**src/rtl/ifu_fetch.sv**
```systemverilog
// Instruction fetch unit: owns the fetch PC, keeps one memory request in flight and
// presents fetched instructions to IF/ID. Optional static branch prediction: IFU_BPU_EN.
`ifndef PC_WIDTH
`define PC_WIDTH 32
`endif
`ifndef INSTR_WIDTH
`define INSTR_WIDTH 32
`endif

module ifu_fetch #(
  parameter logic [`PC_WIDTH-1:0]    RESET_PC  = 32'h0000_0000,
  parameter logic [`INSTR_WIDTH-1:0] NOP_INSTR = 32'h0000_0013
) (
  input  logic                    clk,
  input  logic                    rst,
  input  logic                    stall_i,
  input  logic                    flush_i,
  input  logic [`PC_WIDTH-1:0]    flush_pc_i,
  output logic                    ifu_req_o,
  output logic [`PC_WIDTH-1:0]    ifu_addr_o,
  input  logic                    ifu_gnt_i,
  input  logic                    ifu_rvalid_i,
  input  logic [`INSTR_WIDTH-1:0] ifu_rdata_i,
  output logic                    if_valid_o,
  output logic [`PC_WIDTH-1:0]    if_pc_o,
  output logic [`INSTR_WIDTH-1:0] if_instr_o,
  output logic                    if_prdt_taken_o
);

  localparam int PW = `PC_WIDTH;
  localparam int IW = `INSTR_WIDTH;
  localparam logic [PW-1:0] PC_INC = PW'(3'd4);

  typedef enum logic [1:0] {
    ST_REQ     = 2'd0,
    ST_WAIT    = 2'd1,
    ST_HOLD    = 2'd2,
    ST_DISCARD = 2'd3
  } state_e;

  state_e          state_r, state_nxt_s;
  logic [PW-1:0]   pc_r, pc_nxt_s;
  logic [IW-1:0]   hold_instr_r;
  logic [PW-1:0]   hold_pc_r;
  logic            hold_prdt_r;
  logic            capture_s;
  logic            rsp_taken_s;
  logic [PW-1:0]   rsp_npc_s, hold_npc_s;
  logic            req_s, valid_s, prdt_s;
  logic [PW-1:0]   addr_s, pc_out_s;
  logic [IW-1:0]   instr_s;

`ifdef IFU_BPU_EN
  function automatic logic bpu_taken(input logic [IW-1:0] instr);
    bpu_taken = (instr[6:0] == 7'b1101111) ||
                ((instr[6:0] == 7'b1100011) && instr[31]);
  endfunction

  function automatic logic [PW-1:0] bpu_imm(input logic [IW-1:0] instr);
    if (instr[6:0] == 7'b1101111) begin
      bpu_imm = PW'({{12{instr[31]}}, instr[19:12], instr[20], instr[30:21], 1'b0});
    end else begin
      bpu_imm = PW'({{20{instr[31]}}, instr[7], instr[30:25], instr[11:8], 1'b0});
    end
  endfunction

  assign rsp_taken_s = bpu_taken(ifu_rdata_i);
  assign rsp_npc_s   = rsp_taken_s ? pc_r + bpu_imm(ifu_rdata_i) : pc_r + PC_INC;
  assign hold_npc_s  = hold_prdt_r ? hold_pc_r + bpu_imm(hold_instr_r) : hold_pc_r + PC_INC;
`else
  assign rsp_taken_s = 1'b0;
  assign rsp_npc_s   = pc_r + PC_INC;
  assign hold_npc_s  = hold_pc_r + PC_INC;
`endif

  // Next-state, next-pc and port values for the fetch FSM; flush outranks everything.
  always_comb begin
    state_nxt_s = state_r;
    pc_nxt_s    = pc_r;
    capture_s   = 1'b0;
    req_s       = 1'b0;
    addr_s      = pc_r;
    valid_s     = 1'b0;
    pc_out_s    = pc_r;
    instr_s     = NOP_INSTR;
    prdt_s      = 1'b0;
    case (state_r)
      ST_REQ: begin
        if (flush_i) begin
          pc_nxt_s    = flush_pc_i;
          state_nxt_s = ST_REQ;
        end else begin
          req_s       = 1'b1;
          state_nxt_s = ifu_gnt_i ? ST_WAIT : ST_REQ;
        end
      end
      ST_WAIT: begin
        if (flush_i) begin
          pc_nxt_s    = flush_pc_i;
          state_nxt_s = ifu_rvalid_i ? ST_REQ : ST_DISCARD;
        end else if (ifu_rvalid_i) begin
          valid_s = 1'b1;
          instr_s = ifu_rdata_i;
          prdt_s  = rsp_taken_s;
          if (!stall_i) begin
            // Consumed: the follow-on request goes out in the same cycle.
            pc_nxt_s    = rsp_npc_s;
            req_s       = 1'b1;
            addr_s      = rsp_npc_s;
            state_nxt_s = ifu_gnt_i ? ST_WAIT : ST_REQ;
          end else begin
            capture_s   = 1'b1;
            state_nxt_s = ST_HOLD;
          end
        end else begin
          state_nxt_s = ST_WAIT;
        end
      end
      ST_HOLD: begin
        if (flush_i) begin
          pc_nxt_s    = flush_pc_i;
          state_nxt_s = ST_REQ;
        end else begin
          valid_s  = 1'b1;
          pc_out_s = hold_pc_r;
          instr_s  = hold_instr_r;
          prdt_s   = hold_prdt_r;
          if (!stall_i) begin
            pc_nxt_s    = hold_npc_s;
            state_nxt_s = ST_REQ;
          end else begin
            state_nxt_s = ST_HOLD;
          end
        end
      end
      ST_DISCARD: begin
        if (flush_i) begin
          pc_nxt_s = flush_pc_i;
        end else begin
          pc_nxt_s = pc_r;
        end
        state_nxt_s = ifu_rvalid_i ? ST_REQ : ST_DISCARD;
      end
      default: begin
        state_nxt_s = ST_REQ;
      end
    endcase
  end

  // State, fetch PC and hold buffer registers.
  always_ff @(posedge clk) begin
    if (rst) begin
      state_r      <= ST_REQ;
      pc_r         <= RESET_PC;
      hold_instr_r <= NOP_INSTR;
      hold_pc_r    <= RESET_PC;
      hold_prdt_r  <= 1'b0;
    end else begin
      state_r <= state_nxt_s;
      pc_r    <= pc_nxt_s;
      if (capture_s) begin
        hold_instr_r <= ifu_rdata_i;
        hold_pc_r    <= pc_r;
        hold_prdt_r  <= rsp_taken_s;
      end
    end
  end

  assign ifu_req_o       = rst ? 1'b0 : req_s;
  assign ifu_addr_o      = rst ? RESET_PC : addr_s;
  assign if_valid_o      = rst ? 1'b0 : valid_s;
  assign if_pc_o         = rst ? RESET_PC : pc_out_s;
  assign if_instr_o      = rst ? NOP_INSTR : instr_s;
  assign if_prdt_taken_o = rst ? 1'b0 : prdt_s;

endmodule

```
**config.mk**
```make
export PLATFORM = sky130hd
export DESIGN_NAME = ifu_fetch
export DESIGN_NICKNAME = d
export VERILOG_FILES = /design/src/rtl/ifu_fetch.sv
export SDC_FILE = /design/constraint.sdc
export NUM_CORES = 1
export LEC_CHECK = 0
export CAP_MARGIN = 20
export CORE_MARGIN = 4
export CORE_UTILIZATION = 44
export CTS_CLUSTER_SIZE = 30
export DETAILED_ROUTE_END_ITERATION = 10
export PLACE_DENSITY_LB_ADDON = 0.2
export SYNTH_ARGS = -nofsm -noshare
export SYNTH_HDL_FRONTEND = slang
export SYNTH_SLANG_ARGS = --single-unit
```
**constraint.sdc**
```tcl
create_clock -name clk -period 6 [get_ports clk]
set_input_delay 0.6 -clock clk [delete_from_list [all_inputs] [get_ports clk]]
set_output_delay 0.6 -clock clk [all_outputs]
set_load 0.05 [all_outputs]
```
==> impl_metrics.toml <==
[logic_synthesis]
synthesis.nets = 1124
ys_seq_elements = 98
syn_area_sq_um = 6882
synth-async-reset-ratio_pct = 0
yosysMostFrequentCell = "nand2_1"
synth-edff-count = 0
yosysUniqueCellTypes = 61
postSynthAreaPerCell_sq_um = 6.573
yosys-top-cells-area = "dfxtp_1, nand2_1, a21oi_1"
synth_top_area_share_pct = 28.51
synth-seq-area-share_pct = 28.51
synth_flop_cell = "dfxtp_1"
yosysTopAreaCell = "dfxtp_1"
syn_inst = 1047
yosys_warnings = 0
ys_top_cells_by_count = "nand2_1, a21oi_1, nor2_1"

[timing]
timing.hold.ws_ns = 0.4547
fin_setup_tns_ns = 0
finalCriticalPeriod_ns = 4.551
finalHoldViolCount = 0
finalMaxSlewViolations = 0
rsz0062_at_grt = "false"
slew_headroom_pct = 35.77
worst_pin_slew_ns = 0.9634
skew_ns = 0.005279
fin_crit_sh_pct = 75.86
setup_viol = 0
fmax_mhz = 219.7

[detailed_routing]
postRouteAntennaNets = 0
drt_iter0_markers = 907
num_vias = 7958
finalWirelength_microns = 24240
viasPerCell = 5.877
drc_errors = 0
dr.pass1.iters = 7
wl_per_cell_microns = 17.90

[placement]
placed_cells = 1338
numPortBuffers = 167
placed_area_sq_um = 8593
dp_hpwl_microns = 16380
gp_congestion = 0.9448

[die]
die_x_microns = 133.1
die-area_sq_um = 17710
num_io_pins = 169
core_area_sq_um = 15260
initial_core_util_pct = 45.10
row_count = 45
fp.dieH_microns = 133.1

[worst_setup_path]
cp-end-kind = "output pin"
required_ns = 5.40
crit_end = "ifu_addr_o[31]"
critPathLaunch = "pc_r[5]"
worstSetupStartpointType = "register"
reg2reg_slack_ns = 2.48
crit_type = "reg -> out"
reg2reg_depth = 10
arrival_ns = 3.95
timing.rr.start = "state_r[1]"
crit_fanout = 9
timing.rr.end = "hold_instr_r[2]"

[cells_and_area]
final_cell_area_sq_um = 8896
drive_above_1_share_pct = 4.287
fillers = 1493
fin_util_pct = 58.30
finalNonFillerCells = 1354
regArea_sq_um = 1962
fin_nets = 1215
multi_input_area_sq_um = 4497
area.growth.synth_to_final_pct = 29.27
diodes = 0

[grt]
grt_pass1_wl_microns = 38800
grt_pass1_vias = 7445
grt_max_degree = 78
grtUsageTotal_pct = 26.62
antenna_found_initial = 0
grt_overflow = 0

[clocking]
clock-sinks = 98
clk_path_buf_depth = 2
h-tree-depth = 3
postCtsSetupRepairBufs = 0
cts_hold_buf = 0
path_clk_slew_ns = 0.06
cts_buffers = 9
cts_tree = "done"
worstSkewPairLatency_ns = 0.36
cts.root.buffer_cell = "clkbuf_16"
cts_resized = 0

[hold_path]
hp-class = "reg -> reg"

[pwr]
power_density_nw_per_um2 = 183.7
p_leak_nw = 2.789
peakVddDrop_mv = 0.1441

[status]
outcome = "completed"

[job]
cap_violations = 0
layout make-up:
cell class,instances,share of cell area [%]
well taps,211,2.968
inverters,15,0.6329
multi-input cells,832,50.55
clock buffers,15,3.347
repair buffers,182,20.39
clock inverters,1,0.05626
flip-flops and latches,98,22.05
power by group:
group	total, mW	internal [mW]	switching (mW)
Combinational	0.334	0.133	0.201
Clock	0.592	0.338	0.254
Sequential	0.709	0.670	0.0388
state kept, by name, summed over array words and instances, names as in the netlist:
name	cells
hold_pc_r	32
pc_r	32
hold_instr_r	32
state_r	2
worst max-delay path, stage by stage (launching register included):
cell and delay [ns]:
dfxtp_1 0.50, nand3_1 0.29, nor4_2 0.77, nand4_1 0.53, or3_1 0.49, a21oi_1 0.15
clkdlybuf4s50_1 0.86
metal layers:
layer	routed length, microns	vias to the layer above	part of all wire (%)	track usage [%]
met5	0	-	0	0
met4	842	0	3.5	10.68
met3	2523	61	10	8.137
met2	10890	431	45	41.70
li1	-	3809	-	-
met1	9979	3657	41	34.16
kinds of logic (layout without fill, tap and decap cells):
kind of cell / Yosys count / after routing / synth area share [%]
AO/OA/AOI/OAI: 284 / 284 / 25.05
XOR/XNOR: 52 / 52 / 6.618
adder cells (fa/ha/maj): 7 / 7 / 1.273
buffers and inverters: 117 / 213 / 6.618
flip-flops: 98 / 98 / 28.51
multiplexers: 2 / 2 / 0.2909
other: 1 / 1 / 0.05449
AND/OR/NAND/NOR: 486 / 486 / 31.58
cell usage in the layout (no fill, tap or decap), types with 7 or more instances in the layout:
master and n:
nand4_1 18, a22oi_1 36, buf_4 14, nor4_1 9, a21oi_1 143, inv_1 15
clkbuf_16 9, nor3_1 19, ha_1 7, a211oi_1 9, xnor2_1 29, xor2_1 23
o21ai_0 39, nand2_1 246, nor2_1 99, nand3_1 34, dfxtp_1 98, clkdlybuf4s50_1 166
or3_1 12, and3_1 9
how the worst min path moves through the flow:
stage,start,end,slack (ns),cells after the start
6_report,hold_instr_r[6],hold_instr_r[6],0.45,2
3_3_place_gp,hold_instr_r[4],hold_instr_r[4],0.44,2
4_1_cts,hold_instr_r[6],hold_instr_r[6],0.46,2
5_1_grt,hold_instr_r[16],hold_instr_r[16],0.48,2
2_1_floorplan,hold_instr_r[1],hold_instr_r[1],0.43,2
3_5_place_dp,hold_instr_r[28],hold_instr_r[28],0.45,2
metrics by stage:
stage               setup slack [ns]  power, mW
detailed placement             1.635      1.053
global placement               1.671      1.049
global route                   1.222      1.692
floorplan                      2.681     0.9209
finish                         1.449      1.634
CTS                            1.550      1.639
(Power assumes the default switching activity.)
==> RTL change 1: new RTL, same settings <==
The option `IFU_BPU_EN` is turned on by a define.
--- a/src/rtl/ifu_fetch.sv
+++ b/src/rtl/ifu_fetch.sv
@@ -1,5 +1,7 @@
 // Instruction fetch unit: owns the fetch PC, keeps one memory request in flight and
 // presents fetched instructions to IF/ID. Optional static branch prediction: IFU_BPU_EN.
+`define IFU_BPU_EN
+
 `ifndef PC_WIDTH
 `define PC_WIDTH 32
 `endif
Check against the original RTL: not equivalent (Yosys sat finds a counterexample within 4 cycles, from zero or initial values and one cycle with rst high).
==> RTL change 1 against the original RTL <==
  * Sequential cell count grew 1
  * Setup slack worse by 1200 ps
  * Non-clock buffer count rose by 19
  * Design area rose by 47%
  * Power up 23%
  * Wire length grew 79%
  * Synthesized area is 55% higher
  * Count of clock-buffer cells in the layout down 6
==> RTL change 1: results (changes against the original RTL) <==
* Status: completed (unchanged)
* Worst voltage drop across the vdd grid at 0.0001192 V (was 0.0001441 V)
* Met3 track demand over resource in global routing at 3.789% (was 8.137%)
* Number of inserted filler cells in the final layout at 2,384 (was 1,493)
* Total clock sinks at 99 (was 98)
* Post-detailed-route via-to-cell ratio at 6.292 (was 5.877)
* Number of buffers other than clock buffers in the final layout at 201 (was 182)
* Sequential Area at 1982 um2 (was 1962 um2)
* Area share of xor/xnor cells in the synthesized design at 6.240% (was 6.618%)
* CP arrival at 5120 ps (was 3950 ps)
* Flop pwr share at 36.8% (was 43.4%)
* Total nets after synthesis at 1,744 (was 1,124)
* DRT iter0 DRCs at 1,565 (was 907)
* Delay-heaviest family, CP: compound AO/OA/AOI/OAI gates (was simple AND/OR/NAND/NOR gates)
* Top routing layer used: met5 (was met4)
* Number of global-route vias before repair at 11.35k (was 7,445)
* Count of input and output buffers at 168 (was 167)
* Largest net degree at the start of global routing at 72 (was 78)
* First-pass iteration count of the detailed router at 5 (was 7)
* Beginning of the worst hold path: hold_instr_r[8] (was hold_instr_r[6])
* Highest net fanout along the worst path at 13 (was 9)
* Seq/total area at 15.17% (was 22.05%)
* Routed wl met2 at 18,660 um (was 10,890 um)
* Logic gate share of total power at 30.7% (was 20.4%)
* Post-placement worst setup slack at 346.9 ps (was 1635 ps)
* Met2 GRT Util at 47.11% (was 41.70%)
* Leakage component of the power at 4.866 nW (was 2.789 nW)
* FF-to-FF path depth at 16 (was 10)
* Proportion of cell area spent on the clock network at 2.384% (was 3.404%)
* HPWL after DPL at 33,190 um (was 16,380 um)
* Worst max-slew margin expressed relative to the limit at 41.82% (was 35.77%)
* Multi-input combinational gate total at 1,357 (was 832)
[RTL change 1: changes by cell type after synthesis, moves of 16 or more]
| cell | change |
|---|---|
| a211oi_1 | +20 |
| ha_1 | +61 |
| o21ai_0 | +51 |
| a311oi_1 | +17 |
| a21o_1 | +34 |
| nor2_1 | +51 |
| clkbuf_1 | +16 |
| a21oi_1 | +96 |
| nand2_1 | +60 |
| xnor2_1 | +21 |
[RTL change 1: how the worst max path moves through the flow]
stage	from	cells past startpoint	slack, ps	to
floorplan	ifu_rdata_i[4]	14	700	ifu_addr_o[31]
global placement	ifu_rdata_i[1]	16	430	ifu_addr_o[21]
detailed placement	ifu_rdata_i[0]	16	350	ifu_addr_o[26]
CTS	ifu_rdata_i[0]	16	340	ifu_addr_o[26]
global route	ifu_rdata_i[0]	16	50	ifu_addr_o[26]
finish	ifu_rdata_i[0]	16	280	ifu_addr_o[31]
==> RTL change 2: new RTL, same settings <==
Without the edit above. Make the reset (`rst`) asynchronous in one clocked block.
--- a/src/rtl/ifu_fetch.sv
+++ b/src/rtl/ifu_fetch.sv
@@ -148,7 +148,7 @@
   end
 
   // State, fetch PC and hold buffer registers.
-  always_ff @(posedge clk) begin
+  always_ff @(posedge clk or posedge rst) begin
     if (rst) begin
       state_r      <= ST_REQ;
       pc_r         <= RESET_PC;
Function: same outputs for any inputs over 4 cycles, from zero or initial values and one cycle with rst high; that may be too few to reach the edited logic, so the function may still have changed.
==> RTL change 2 against the original RTL <==
  * Setup slack improved by 0.97 ps
  * Non-clock buffer count fell by 2
  * Worst hold slack got worse by 120 ps
  * Wire length fell by 5.9%
  * Design area rose by 1.2%
  * Synthesized cell count fell by 19%
  * Synthesized area rose by 1.8%
  * Sequential cell count did not move
  * Critical path depth rose by 3
  * Sequential share of layout area rose by 5.2 points
  * Highest routed layer unchanged
Power is not compared: it rests on default switching activity, and its combinational part moved more than twofold at a synthesized area within 25%.
==> RTL change 2: results (changes against the original RTL) <==
* Total Routing Usage GR at 24.95% (was 26.62%)
* Largest net degree at the start of global routing at 64 (was 78)
* Total nets after synthesis at 930 (was 1,124)
* Count of warnings emitted by yosys at 0 (unchanged)
* Root Buffer: clkbuf_16 (unchanged)
* Via count of the routed design at 6,949 (was 7,958)
* Leakage component of the power at 3.416 nW
* Antenna fix cells at 0 (unchanged)
* Final standard cell area without fillers at 9001 um2 (was 8896 um2)
* Clock latency on the worst-skew pair at 360 ps (about the same)
* Wire length of the first global-routing pass at 36,360 um (was 38,800 um)
* Buffer levels on the longest clock path at 2 (unchanged)
* Highest net fanout along the worst path at 31 (was 9)
* Register area share after synthesis at 35.05% (was 28.51%)
* Number of levels the H-tree was split into at 3 (unchanged)
* Final #Nets at 1,044 (was 1,215)
* Registers with the most flip-flops: hold_instr_r: 32 flops, hold_pc_r: 32 flops, pc_r: 32 flops (unchanged)
* Status: completed (unchanged)
* Path type of the worst min-delay path: in -> async (was reg -> reg)
* Delay-heaviest family, CP: simple AND/OR/NAND/NOR gates (unchanged)
* Cell area after placement at 8710 um2 (was 8593 um2)
* Post-detailed-route via-to-cell ratio at 5.874 (was 5.877)
* CP arrival at 3950 ps (about the same)
* Post-placement worst setup slack at 1436 ps (was 1635 ps)
* Clock slew seen by the registers of the worst setup and hold paths at 70 ps
* Leading cell types by total area after synthesis: dfrtp_1 (34%), mux2_2 (9.5%), nand2_1 (5.9%), a21oi_1 (5.4%), nor2_1 (4.7%) (was dfxtp_1 (29%), nand2_1 (13%), a21oi_1 (10%), nor2_1 (5.4%), clkbuf_1 (4.8%))
* Number of unique standard cell types used by synthesis at 68 (was 61)
* Remaining antenna violation count at 0 (unchanged)
* Slew of the pin with the lowest slew margin at 1045 ps (was 963.4 ps)
* Number of inserted filler cells in the final layout at 1,440 (was 1,493)
* Worst voltage drop across the vdd grid at 0.0002062 V
* Synth cell count leaders: nand2_1 (110), dfrtp_1 (95), nor2_1 (87) (was nand2_1 (247), a21oi_1 (144), nor2_1 (99))
* First-pass iteration count of the detailed router at 6 (was 7)
* Synthesized instance count at 853 (was 1,047)
* HPWL after DPL at 15,650 um (was 16,380 um)
* Antenna violations before repair at 0 (unchanged)
* DP Cell Count at 1,166 (was 1,338)
* Count of input and output buffers at 167 (unchanged)
* Async SR Flop Fraction at 100.0% (was 0%)
* Worst clock skew at 10.23 ps (was 5.279 ps)
* Layout cell share with drive strength beyond 1 at 11.83% (was 4.287%)
* Mean routed wirelength per cell at 19.27 um (was 17.90 um)
* Number of buffers added for setup after CTS at 0 (unchanged)
* Biggest cell delay along the critical path at 810 ps (was 860 ps)
* CTS resizes at 0 (unchanged)
* Cts bufs inserted at 9 (unchanged)
* Gp weighted congestion at 0.9103 (was 0.9448)
* DRT iter0 DRCs at 678 (was 907)
* Slowest cell on the critical path: clkdlybuf4s50_1 (unchanged)
* Number of global-route vias before repair at 6,771 (was 7,445)
[RTL change 2: cell count changes after synthesis, moves of 7 or more]
cell      before  now
xnor2_1       29   21
a211oi_1       9    2
mux2_2         0   59
buf_2          7   16
o21ai_0       39   57
a221oi_1       4   13
a21oi_1      144   76
clkbuf_1      88   48
dfxtp_1       98    0
nor2_1        99   87
nand2_1      247  110
dfrtp_1        0   95
[RTL change 2: layer usage]
layer	vias to the layer above	global-route usage (%)	wire, um
met3	32	6.002	1991
met5	-	0	0
li1	3292	-	-
met2	318	40.17	10770
met4	0	6.900	350
met1	3307	33.70	9686
[RTL change 2: final cells by class]
class	instances	area share, %
Inverter	13	0.5699
Clock inverter	5	0.5977
Clock buffer	11	2.585
Tap cell	211	2.933
Sequential cell	98	27.29
Timing Repair Buffer	180	19.57
Multi-Input combinational cell	665	46.46
[RTL change 2: cell families (layout without fill, tap and decap cells)]
logic type	after synthesis	after routing	share of synthesized area, %
other	1	1	0.05351
adders and majority gates	7	7	1.250
xor gates and xnor gates	46	46	5.749
DFF	98	98	35.05
buffers and inverters	90	209	5.606
AOI/OAI and AO/OA	225	225	19.87
and+or+nand+nor	326	326	22.80
muxes	60	60	9.623
[RTL change 2: worst paths after layout]
kind	start	to	slack [ps]	depth (start not counted)
worst max-delay path	state_r[1]	ifu_addr_o[19]	1450	9
worst min-delay path	rst	pc_r[31]	340	2
worst max register to register	state_r[0]	pc_r[17]	2240	8
worst min register to register	hold_instr_r[18]	hold_instr_r[18]	510	1
max in group asynchronous	rst	hold_instr_r[22]	4470	3
min in group clk	hold_instr_r[18]	hold_instr_r[18]	510	1
[RTL change 2: power by group]
part	total, mW	switching [mW]	internal [mW]
logic	0.886	0.497	0.389
clock network	0.590	0.267	0.324
registers	1.13	0.282	0.852
total	2.61	1.05	1.56
